File: src/rtl/decoder_seq_nx.sv
// decoder_seq_nx: registered SEL_W-to-NUM_OUT one-hot decoder.
// DIRECT mode decodes a code taken over a valid/ready handshake.
// SCAN mode steps the active line through all outputs with a dwell counter.
// Build option: define DECODER_ACTIVE_LOW_EN to make Do active-low
// (the active line is the single 0, and the off value is all ones).
module decoder_seq_nx #(
    parameter int SEL_W   = 3,
    parameter int NUM_OUT = 8,
    parameter int DWELL   = 4
) (
    input  logic               clk,
    input  logic               rst,
    input  logic               En,
    input  logic               Mode,
    input  logic               Din_valid,
    input  logic [SEL_W-1:0]   Din,
    output logic               Din_ready,
    output logic [NUM_OUT-1:0] Do,
    output logic [SEL_W-1:0]   Code,
    output logic               Err,
    output logic               Wrap
);

    localparam int CNT_W = $clog2(DWELL) + 1;
    localparam logic [CNT_W-1:0] DWELL_LAST = CNT_W'(DWELL - 1);
    localparam logic [SEL_W-1:0] LAST_CODE  = SEL_W'(NUM_OUT - 1);
    localparam logic [SEL_W:0]   LIMIT      = (SEL_W + 1)'(NUM_OUT);

`ifdef DECODER_ACTIVE_LOW_EN
    localparam logic ACTIVE_LOW = 1'b1;
`else
    localparam logic ACTIVE_LOW = 1'b0;
`endif

    typedef enum logic [1:0] {
        IDLE = 2'd0,
        HOLD = 2'd1,
        SCAN = 2'd2
    } state_t;

    state_t             state_r, state_s;
    logic [NUM_OUT-1:0] hot_r, hot_s;
    logic [SEL_W-1:0]   code_r, code_s;
    logic [CNT_W-1:0]   cnt_r, cnt_s;
    logic               err_r, err_s;
    logic               wrap_r, wrap_s;
    logic               xfer_s;
    logic               in_range_s;

    function automatic logic [NUM_OUT-1:0] onehot(input logic [SEL_W-1:0] c);
        onehot = NUM_OUT'(1'b1) << c;
    endfunction

    assign Din_ready  = En & ~Mode;
    assign xfer_s     = Din_valid & Din_ready;
    assign in_range_s = ({1'b0, Din} < LIMIT);

    // Next-state and next-output decode; priority is En, then Mode, then handshake.
    always_comb begin
        state_s = state_r;
        hot_s   = hot_r;
        code_s  = code_r;
        cnt_s   = cnt_r;
        err_s   = 1'b0;
        wrap_s  = 1'b0;
        if (!En) begin
            // Disabled: outputs off, Code keeps the last active index.
            state_s = IDLE;
            hot_s   = '0;
            cnt_s   = '0;
        end else if (Mode) begin
            if (state_r != SCAN) begin
                // Fresh scan always starts at line 0.
                state_s = SCAN;
                code_s  = '0;
                hot_s   = onehot('0);
                cnt_s   = '0;
            end else if (cnt_r == DWELL_LAST) begin
                cnt_s = '0;
                if (code_r == LAST_CODE) begin
                    code_s = '0;
                    wrap_s = 1'b1;
                end else begin
                    code_s = code_r + SEL_W'(1);
                end
                hot_s = onehot(code_s);
            end else begin
                cnt_s = cnt_r + CNT_W'(1);
            end
        end else begin
            if (state_r == SCAN) begin
                // Leaving SCAN drops the output; a code taken this cycle still decodes.
                state_s = IDLE;
                hot_s   = '0;
                cnt_s   = '0;
            end else begin
                cnt_s = '0;
            end
            if (xfer_s && in_range_s) begin
                state_s = HOLD;
                code_s  = Din;
                hot_s   = onehot(Din);
            end else if (xfer_s) begin
                // Out-of-range code: flag it, but never as a two-cycle pulse.
                err_s = ~err_r;
            end else begin
                err_s = 1'b0;
            end
        end
    end

    // State and output registers with synchronous reset dominating all inputs.
    always_ff @(posedge clk) begin
        if (rst) begin
            state_r <= IDLE;
            hot_r   <= '0;
            code_r  <= '0;
            cnt_r   <= '0;
            err_r   <= 1'b0;
            wrap_r  <= 1'b0;
        end else begin
            state_r <= state_s;
            hot_r   <= hot_s;
            code_r  <= code_s;
            cnt_r   <= cnt_s;
            err_r   <= err_s;
            wrap_r  <= wrap_s;
        end
    end

    assign Do   = hot_r ^ {NUM_OUT{ACTIVE_LOW}};
    assign Code = code_r;
    assign Err  = err_r;
    assign Wrap = wrap_r;

endmodule
File: config.mk
export PLATFORM = sky130hd
export DESIGN_NAME = decoder_seq_nx
export DESIGN_NICKNAME = d
export VERILOG_FILES = /design/src/rtl/decoder_seq_nx.sv
export SDC_FILE = /design/constraint.sdc
export NUM_CORES = 1
export LEC_CHECK = 0
export ABC_AREA = 1
export BUFFER_PORTS_ARGS = -buffer_cell sky130_fd_sc_hd__buf_2
export CORE_MARGIN = 4
export CORE_UTILIZATION = 30
export CTS_CLUSTER_SIZE = 12
export DETAILED_ROUTE_END_ITERATION = 8
export GPL_ROUTABILITY_DRIVEN = 0
export PLACE_DENSITY_LB_ADDON = 0.2
export SLEW_MARGIN = 15
export SYNTH_ARGS = -nofsm -noshare
export SYNTH_HDL_FRONTEND = slang
export SYNTH_SLANG_ARGS = --single-unit
File: constraint.sdc
create_clock -name clk -period 1.3 [get_ports clk]
set_input_delay 0.195 -clock clk [delete_from_list [all_inputs] [get_ports clk]]
set_output_delay 0.195 -clock clk [all_outputs]
set_load 0.03 [all_outputs]
==> results of run 1 <==
-- metal layers --
metal	global-route usage	routed length [um]	up-vias
met5	0	0	-
met4	0.0319	31	0
met3	0.0360	141	5
met2	0.168	1100	21
met1	0.146	1230	418
li1	-	-	585
-- cell usage after synthesis --
| cell type | instances |
|---|---|
| nand2_1 | 63 |
| ha_1 | 8 |
| inv_2 | 2 |
| nor2_2 | 16 |
| nor2_4 | 2 |
| conb_1 | 1 |
| buf_2 | 3 |
| nand3_4 | 1 |
| nand2_2 | 4 |
| nor2_1 | 27 |
| nand3_1 | 5 |
| inv_1 | 26 |
| nor3_1 | 2 |
| nand2_4 | 1 |
| buf_4 | 1 |
| dfxtp_1 | 17 |
| a21oi_1 | 2 |
| o21a_1 | 2 |
| buf_12 | 1 |
-- kinds of logic (layout without fill, tap and decap cells) --
kind of cell | count (synthesis) | count (layout) | synth area share
AND/OR/NAND/NOR | 121 | 122 | 0.471
AO/OA/AOI/OAI | 4 | 4 | 0.0215
adder cells (fa/ha/maj) | 8 | 8 | 0.0858
flip-flops | 17 | 17 | 0.292
other | 1 | 1 | 0.00322
buffers and inverters | 33 | 57 | 0.127
-- final timing paths --
kind | end | cells after the start | startpoint | slack (ns)
setup / recovery | Do[0] | 9 | Code[1] | -0.007
setup reg to reg | Do[0] | 9 | Code[1] | -0.007
hold / removal | Code[2] | 4 | rst | 0.21
hold reg to reg | cnt_r[0] | 1 | cnt_r[0] | 0.43
-- stage by stage --
step | setup slack (ns) | util | cells
after global placement | -0.0395 | 0.365 | 252
after global routing | -0.0882 | 0.396 | 257
final | -0.00696 | 0.396 | 257
after CTS | -0.0197 | 0.385 | 257
after detailed placement | -0.0729 | 0.365 | 252
after floorplan | -0.0621 | - | 184
-- cell type report --
type / instances / area (sq um)
sequential: 17 / 350
timing repair buffer: 25 / 138
inverter: 28 / 108
tap: 48 / 60.1
multi-input combinational: 135 / 772
clock buffer: 4 / 45.0
fill: 425 / 2240
-- worst max-delay path: stages (launching register included) --
cell and delay, ns:
dfxtp_4 0.35, ha_4 0.16, ha_4 0.31, inv_2 0.03
nand2_1 0.04, nand2_1 0.05, nand2_1 0.06, nand2_1 0.06
nor2_2 0.09, nor2_2 0.04
-- power by group through the flow --
| stage | Combinational, mW | Clock, mW | Sequential (mW) |
|---|---|---|---|
| after floorplan | 0.195 | 0 | 0.605 |
| after global placement | 0.299 | 0 | 0.566 |
| after detailed placement | 0.298 | 0 | 0.566 |
| after CTS | 0.312 | 0.424 | 0.554 |
| after global routing | 0.356 | 0.449 | 0.557 |
| final | 0.318 | 0.398 | 0.554 |
-- timing repair --
item,CTS,global route
endpoints found under the setup margin,11,14
pin swaps,2,2
hold buffers,0,0
gates cloned,1,0
gates resized for setup,5,10
-- sequential cells by signal, summed over array words and instances, names as in the netlist --
register,flops
Code,3
Do,8
Wrap,1
cnt_r,3
state_r,2
==> summary.txt, run 1 <==
Synthesis
  • Cell type with the highest aggregate area in the netlist: dfxtp_1
  • Sequential share of the synthesized area: 0.292
  • Net Count, Synth: 200
  • Unique cell type count in the Yosys netlist: 19
  • Fraction of post-synthesis cell area in the top cell type by area: 0.292
  • Syn Inst Count: 184
  • Post-Synthesis Mean Instance Area: 6.34 sq um
  • Post-synthesis instance area: 0.00117 sq mm
  • Cells taking the most area after synthesis: dfxtp_1 29%, nand2_1 20%, nor2_1 8.7%
  • Synthesis-stage register bit count: 17
  • Warnings from Yosys: 0

Critical path
  • Critical path class: flop to flop
  • Endpoint type of the worst setup path: flop
  • Data required time of the critical path: 1.45 ns
  • Arrival time at the worst endpoint: 1.46 ns
  • Critical path startpoint category: flop
  • Crit path max fanout: 9

Floorplanning
  • FP Rows: 22
  • Effective utilization at floorplan: 0.314
  • Std-Cell Core Area: 0.00372 sq mm
  • Die footprint: 0.00495 sq mm
  • Floorplan die height: 70.3 um
  • Ports: 22
  • Die W: 70.3 um

Place
  • Buffers on Ports: 20
  • Post-detail-place hpwl: 1860 um
  • Placed Instance Area: 0.00136 sq mm

Cells and area
  • Highest-count cells in the layout ignoring fill and taps: 59 x nand2_1, 27 x nor2_1, 23 x inv_1
  • Share of post-route cells with drive strength above 1: 0.335
  • # nets final: 226
  • N_diodes: 0
  • Final design instance area without fill: 0.00147 sq mm
  • Commonest non-fill, non-tap cell in the layout: nand2_1
  • Layout overhead on the synthesized area: 26.3%

STA
  • Post-route minimum period: 1.31 ns
  • Final setup violation count: 1
  • Number of max-slew violations in the final report: 0
  • Max Fclk: 765 MHz
  • RSZ-0062 raised after global routing: true
  • Sum of negative setup slack: -0.00696 ns
  • Hold violation count in the final report: 0
  • Final Skew: 0.00244 ns
  • Min setup slack post-route: -0.00696 ns
  • Worst hold slack after final layout: 0.207 ns
  • Part of the cycle the worst path needs: 1.01

GRT
  • Via count of the first global-routing pass: 932
  • Initial antenna violation count: 0
  • Combined global-route utilization of all metal layers: 0.110
  • Maximum number of pins on one net before global-route repair: 11
  • Global-route wire length before repair: 4380 um
  • Remaining global-route overflow: 0

Min path
  • Hold Path Class: primary input to flop

Clock network
  • TritonCTS clock tree: done
  • Number of sinks on the clock net: 17
  • CTS buffer count: 3
  • Root buffer cell: clkbuf_8
  • Clock tree buffer depth: 2
  • Clock latency on the worst-skew pair: 0.25 ns
  • H-tree levels: 1
  • Postcts setup bufs: 0
  • Clock slew seen by the registers of the worst setup and hold paths: 0.07 ns

Drt
  • DRC violation count after routing: 0
  • Routed len/inst: 9.77 um
  • Wire length after detailed routing: 2510 um
  • Count of vias placed by the detailed router: 1029
  • Per-cell via count in the routed design: 4.00
  • Remaining antenna violation count after routing: 0
  • Number of violations reported at the end of detailed-routing iteration 0: 27
  • Count of TritonRoute iterations in the first routing pass: 4

Power and ir drop
  • Final total power: 1.27 mW
  • Clock power frac: 0.314
  • Cell Int Power: 0.867 mW
  • Peak ir drop on the vdd network: 0.000539 V
  • Static Leak: 0.712 nW
  • Combinational group share of total power: 0.250
  • Sequential cell fraction of total power: 0.436
  • Switching power: 0.403 mW
  • Sw frac: 0.317
  • Power Dens Cells: 862 mW/mm^2

Job
  • Count of max-cap constraint violations: 0

Status
  • Failing checks: negative setup slack
  • Result of the run: finished with violations
No activity file was read; power rests on OpenSTA's default activity.
==> run 2: changes to the inputs <==
--- a/config.mk
+++ b/config.mk
@@ -12,6 +12,7 @@
 export CTS_CLUSTER_SIZE = 12
 export DETAILED_ROUTE_END_ITERATION = 8
 export GPL_ROUTABILITY_DRIVEN = 0
+export MAX_ROUTING_LAYER = met4
 export PLACE_DENSITY_LB_ADDON = 0.2
 export SLEW_MARGIN = 15
 export SYNTH_ARGS = -nofsm -noshare
==> run 2 against run 1 <==
The run still ends with negative setup slack left. Maximum frequency about the same. Clock power about the same. Worst setup slack about the same. Sequential power about the same. Routed wire length about the same. Register-to-register slack about the same. Sequential share of layout area unchanged. Hold slack about the same. Largest cell class unchanged.
==> summary.txt, run 2 (synthesized netlist as in run 1, its figures left out) <==
Status
  • Result of the run: finished with violations
  • Failing checks: negative setup slack

Floorplanning
  • Die W: 70.3 um
  • Ports: 22
  • Std-Cell Core Area: 0.00372 sq mm
  • Die footprint: 0.00495 sq mm
  • FP Rows: 22
  • Floorplan die height: 70.3 um
  • Effective utilization at floorplan: 0.314

Clock network
  • CTS buffer count: 3
  • Clock latency on the worst-skew pair: 0.25 ns
  • TritonCTS clock tree: done
  • H-tree levels: 1
  • Number of sinks on the clock net: 17
  • Postcts setup bufs: 0
  • Clock tree buffer depth: 2
  • Root buffer cell: clkbuf_8
  • Clock slew seen by the registers of the worst setup and hold paths: 0.07 ns
  • Number of hold buffers added after cts: 0

Cells and area
  • N_diodes: 0
  • Layout overhead on the synthesized area: 26.3%
  • Core Util, Final: 0.396
  • # nets final: 226
  • Filler Cells Inserted: 425
  • Share of post-route cells with drive strength above 1: 0.335
  • Area taken by multi-input logic gates: 772 sq um
  • Storage cell area: 350 sq um
  • Final design instance area without fill: 0.00147 sq mm
  • Commonest non-fill, non-tap cell in the layout: nand2_1
  • Highest-count cells in the layout ignoring fill and taps: 59 x nand2_1, 27 x nor2_1, 23 x inv_1
  • Max FFs per register: 8

Critical path
  • Max stage delay cell, worst path: dfxtp_4
  • Critical path class: flop to flop
  • Endpoint type of the worst setup path: flop
  • Data required time of the critical path: 1.45 ns
  • Crit path max fanout: 9
  • Cell Chain, Critical Path: ha_4 > ha_4 > inv_2 > nand2_1 > nand2_1 > nand2_1 > nand2_1 > nor2_2 > nor2_2
  • Arrival time at the worst endpoint: 1.46 ns
  • Cell repeated most along the worst path: nand2_1
  • Critical path startpoint category: flop
  • Critical path's largest stage delay: 0.35 ns

STA
  • Number of max-slew violations in the final report: 0
  • Hold violation count in the final report: 0
  • Max Fclk: 765 MHz
  • Worst hold slack after final layout: 0.206 ns
  • Final Skew: 0.00252 ns
  • Final setup violation count: 1
  • Sum of negative setup slack: -0.00698 ns
  • RSZ-0062 raised after global routing: true
  • Post-route minimum period: 1.31 ns
  • Part of the cycle the worst path needs: 1.01
  • Min setup slack post-route: -0.00698 ns

Drt
  • Remaining antenna violation count after routing: 0
  • Number of violations reported at the end of detailed-routing iteration 0: 34
  • Count of vias placed by the detailed router: 1042
  • Count of TritonRoute iterations in the first routing pass: 4
  • Per-cell via count in the routed design: 4.05
  • DRC violation count after routing: 0
  • Wire length after detailed routing: 2510 um
  • Routed len/inst: 9.77 um

Power and ir drop
  • Peak ir drop on the vdd network: 0.000539 V
  • Power Dens Cells: 863 mW/mm^2
  • Static Leak: 0.712 nW

Place
  • Buffers on Ports: 20
  • Dpl ws: -0.0729 ns
  • Post-detail-place hpwl: 1860 um
  • Placed Instance Area: 0.00136 sq mm

Min path
  • Hold Path Class: primary input to flop

GRT
  • Initial antenna violation count: 0
  • Remaining global-route overflow: 0
  • Global-route wire length before repair: 4380 um
  • Grt met1 use: 0.146
  • Met3 demand-to-capacity share in global routing: 0.0360
  • Maximum number of pins on one net before global-route repair: 11
  • Via count of the first global-routing pass: 932
  • Busiest metal layer after global routing: met2
  • Combined global-route utilization of all metal layers: 0.113
  • Met2 Resource Use GR: 0.168

Job
  • Count of max-cap constraint violations: 0
[run 2: cell counts in the layout (fill, tap and decap cells not counted)]
No cell type changed its count.
[run 2: worst max-delay path: cells and delay by family, from the launching register on]
kind                       cells  cell delay [ns]
adders and majority gates      2             0.47
DFF                            1             0.35
and+or+nand+nor                6             0.34
buffers and inverters          1             0.03
[run 2: final timing paths]
path              cells after the start  slack, ns       end  startpoint
hold / removal                        4       0.21   Code[2]         rst
setup / recovery                      9     -0.007     Do[0]     Code[1]
setup reg to reg                      9     -0.007     Do[0]     Code[1]
hold reg to reg                       1       0.43  cnt_r[0]    cnt_r[0]
[run 2: final cells by class]
cell class | instances | area share
multi-input combinational | 135 | 0.524
sequential | 17 | 0.238
timing repair buffer | 25 | 0.0935
inverter | 28 | 0.0731
tap | 48 | 0.0408
clock buffer | 4 | 0.0306
[run 2: what timing repair did]
action / in CTS / in global routing
pin swaps: 2 / 2
setup endpoints to repair: 11 / 14
gates cloned: 1 / 0
gates resized for setup: 5 / 10
[run 2: layer usage]
metal | routed length (um) | vias to the layer above
li1 | - | 586
met1 | 1220 | 426
met4 | 31 | 0
met2 | 1110 | 25
met3 | 146 | 5
met5 | 0 | -
[run 2: power breakdown]
part | switching (mW) | internal (mW) | total, mW
Combinational | 0.209 | 0.109 | 0.318
Sequential | 0.0134 | 0.541 | 0.554
Clock | 0.181 | 0.218 | 0.398
[run 2: per-stage QoR]
| stage | power (mW) | cells |
|---|---|---|
| after floorplan | 0.799 | 184 |
| after global placement | 0.865 | 252 |
| after detailed placement | 0.864 | 252 |
| after CTS | 1.29 | 257 |
| after global routing | 1.36 | 257 |
| final | 1.27 | 257 |
==> run 3: changes to the inputs <==
--- a/config.mk
+++ b/config.mk
@@ -7,8 +7,10 @@
 export LEC_CHECK = 0
 export ABC_AREA = 1
 export BUFFER_PORTS_ARGS = -buffer_cell sky130_fd_sc_hd__buf_2
+export CELL_PAD_IN_SITES_DETAIL_PLACEMENT = 0
+export CELL_PAD_IN_SITES_GLOBAL_PLACEMENT = 1
 export CORE_MARGIN = 4
-export CORE_UTILIZATION = 30
+export CORE_UTILIZATION = 34
 export CTS_CLUSTER_SIZE = 12
 export DETAILED_ROUTE_END_ITERATION = 8
 export GPL_ROUTABILITY_DRIVEN = 0
==> run 3 against run 2 <==
The flow still finishes with violations (negative setup slack). Flip-flop and latch count is the same. Hold slack lost 0.028 ns. Total power shrank 8.2%. Clock power shrank 25%. Sequential share of layout area grew 0.16 points. Combinational power shrank 1%. Clock skew grew 0.0045 ns. First-iteration DRC count shrank 47%. Via count grew 4.1%. Routed wire length shrank 2.2%. Register-to-register slack is essentially flat. Final area shrank 0.68%. Critical path type unchanged. Critical endpoint unchanged. Largest power group unchanged.
==> summary.txt, run 3 (synthesized netlist as in run 1, its figures left out) <==
Drt
  • Remaining antenna violation count after routing: 0
  • Count of vias placed by the detailed router: 1085
  • Count of TritonRoute iterations in the first routing pass: 4
  • Routed len/inst: 9.59 um
  • Number of violations reported at the end of detailed-routing iteration 0: 18
  • DRC violation count after routing: 0
  • Per-cell via count in the routed design: 4.24
  • Wire length after detailed routing: 2460 um

Power and ir drop
  • Sw frac: 0.345
  • Combinational group share of total power: 0.269
  • Static Leak: 0.709 nW
  • Sequential cell fraction of total power: 0.475
  • Peak ir drop on the vdd network: 0.000279 V
  • Cell Int Power: 0.764 mW
  • Clock power frac: 0.256
  • Power Dens Cells: 797 mW/mm^2
  • Switching power: 0.402 mW

GRT
  • Maximum number of pins on one net before global-route repair: 11
  • Global-route wire length before repair: 4350 um
  • Initial antenna violation count: 0
  • Remaining global-route overflow: 0
  • Via count of the first global-routing pass: 1012
  • Combined global-route utilization of all metal layers: 0.131

Clock network
  • Clock latency on the worst-skew pair: 0.30 ns
  • Root buffer cell: clkbuf_4
  • TritonCTS clock tree: done
  • H-tree levels: 1
  • Number of sinks on the clock net: 17
  • Number of hold buffers added after cts: 0
  • Clock tree buffer depth: 2
  • CTS buffer count: 3
  • Clock slew seen by the registers of the worst setup and hold paths: 0.11 ns

STA
  • Part of the cycle the worst path needs: 1.01
  • RSZ-0062 raised after global routing: true
  • Min setup slack post-route: -0.00729 ns
  • Final Skew: 0.00701 ns
  • Worst hold slack after final layout: 0.178 ns
  • Hold violation count in the final report: 0
  • Max Fclk: 765 MHz
  • Number of max-slew violations in the final report: 0
  • Post-route minimum period: 1.31 ns
  • Final setup violation count: 1

Critical path
  • Max stage delay cell, worst path: dfxtp_4
  • Endpoint type of the worst setup path: flop
  • Critical path's top delay family: adder cells
  • R2r worst-path depth: 9
  • Crit path max fanout: 9
  • Critical path startpoint category: flop
  • Arrival time at the worst endpoint: 1.52 ns
  • Critical path's largest stage delay: 0.37 ns
  • RR Endpoint: Do[0]
  • Launch instance of the worst register-to-register path: Code[1]
  • Cell Chain, Critical Path: ha_4 > ha_4 > inv_1 > nand2_1 > nand2_1 > nand2_1 > nand2_1 > nor2_2 > nor2_2
  • Number of buffers and inverters on the critical path: 1
  • Setup slack of the worst register-to-register path: -0.007 ns
  • Data required time of the critical path: 1.51 ns
  • Critical path class: flop to flop
  • Cell repeated most along the worst path: nand2_1

Job
  • Count of max-cap constraint violations: 0

Cells and area
  • Commonest non-fill, non-tap cell in the layout: nand2_1
  • Filler Cells Inserted: 383
  • Number of standard cells in the layout, taps in and fillers out: 256
  • Layout overhead on the synthesized area: 25.4%
  • Highest-count cells in the layout ignoring fill and taps: 60 x nand2_1, 27 x nor2_1, 23 x inv_1
  • # nets final: 227
  • Core Util, Final: 0.438
  • Share of post-route cells with drive strength above 1: 0.348
  • N_diodes: 0
  • Max FFs per register: 8

Place
  • Buffers on Ports: 20
  • Post-detail-place hpwl: 1970 um
  • Dpl ws: -0.0703 ns
  • Cells after DPL: 250

Floorplanning
  • Std-Cell Core Area: 0.00334 sq mm
  • Ports: 22
  • Effective utilization at floorplan: 0.349
  • Floorplan die height: 66.6 um
  • Die footprint: 0.00443 sq mm
  • Die W: 66.6 um
  • FP Rows: 21

Min path
  • Worst hold stages: 4
  • Start point of the worst hold path: rst
  • Hold Path Class: primary input to flop
  • Sink of the worst hold path: Code[1]

Status
  • Failing checks: negative setup slack
  • Result of the run: finished with violations
-- run 3: cell types whose count changed in the layout (fill, tap and decap cells not counted) --
cell	delta
clkbuf_4	+3
clkbuf_8	-3
ha_1	-2
ha_2	+2
buf_4	+1
clkbuf_1	-1
clkinv_2	+1
nand2_1	+1
nand2_2	-1
-- run 3: power groups by stage --
stage | Clock [mW] | Combinational [mW] | Sequential [mW]
floorplan | 0 | 0.195 | 0.605
global placement | 0 | 0.295 | 0.566
detailed placement | 0 | 0.296 | 0.567
CTS | 0.307 | 0.310 | 0.555
global route | 0.329 | 0.354 | 0.557
finish | 0.298 | 0.314 | 0.554
-- run 3: how the worst max path moves through the flow --
stage	startpoint	end	slack, ns	depth (start not counted)
2_1_floorplan	Code[0]	Do[0]	-0.06	10
3_3_place_gp	cnt_r[0]	Do[1]	-0.03	8
3_5_place_dp	cnt_r[0]	Do[3]	-0.07	8
4_1_cts	Code[1]	Do[0]	-0.01	9
5_1_grt	Code[1]	Do[0]	-0.08	9
6_report	Code[1]	Do[0]	-0.007	9
-- run 3: area by class of cell --
cell class	count	area (sq um)	area share
multi-input combinational	135	774	0.530
clock inverter	1	5.00	0.00342
tap	46	57.6	0.0393
sequential	17	350	0.240
inverter	28	108	0.0736
clock buffer	3	22.5	0.0154
timing repair buffer	26	145	0.0992
-- run 3: worst register-to-register path, cell delays in order, from the launching register on --
cell and delay [ns]:
dfxtp_4 0.37, ha_4 0.16, ha_4 0.30, inv_1 0.05, nand2_1 0.05, nand2_1 0.05, nand2_1 0.06, nand2_1 0.06
nor2_2 0.08, nor2_2 0.04
-- run 3: layer usage --
metal | up-vias | part of all wire | track usage
li1 | 591 | - | -
met1 | 470 | 0.45 | 0.154
met2 | 19 | 0.50 | 0.223
met3 | 5 | 0.037 | 0.0253
met4 | 0 | 0.014 | 0.0457
met5 | - | 0 | -
-- run 3: per-stage QoR --
step | TNS (ns) | cell area (sq um) | power [mW]
after floorplan | -0.0621 | 1210 | 0.799
after global placement | -0.271 | 1350 | 0.861
after detailed placement | -0.600 | 1350 | 0.864
after CTS | -0.0107 | 1420 | 1.17
after global routing | -0.510 | 1460 | 1.24
final | -0.00729 | 1460 | 1.17
-- run 3: repair_timing --
action	CTS	global route
resized for setup	7	9
cloned	1	0
endpoints found under the setup margin	11	13
setup buffers	0	1
pin swaps	3	1
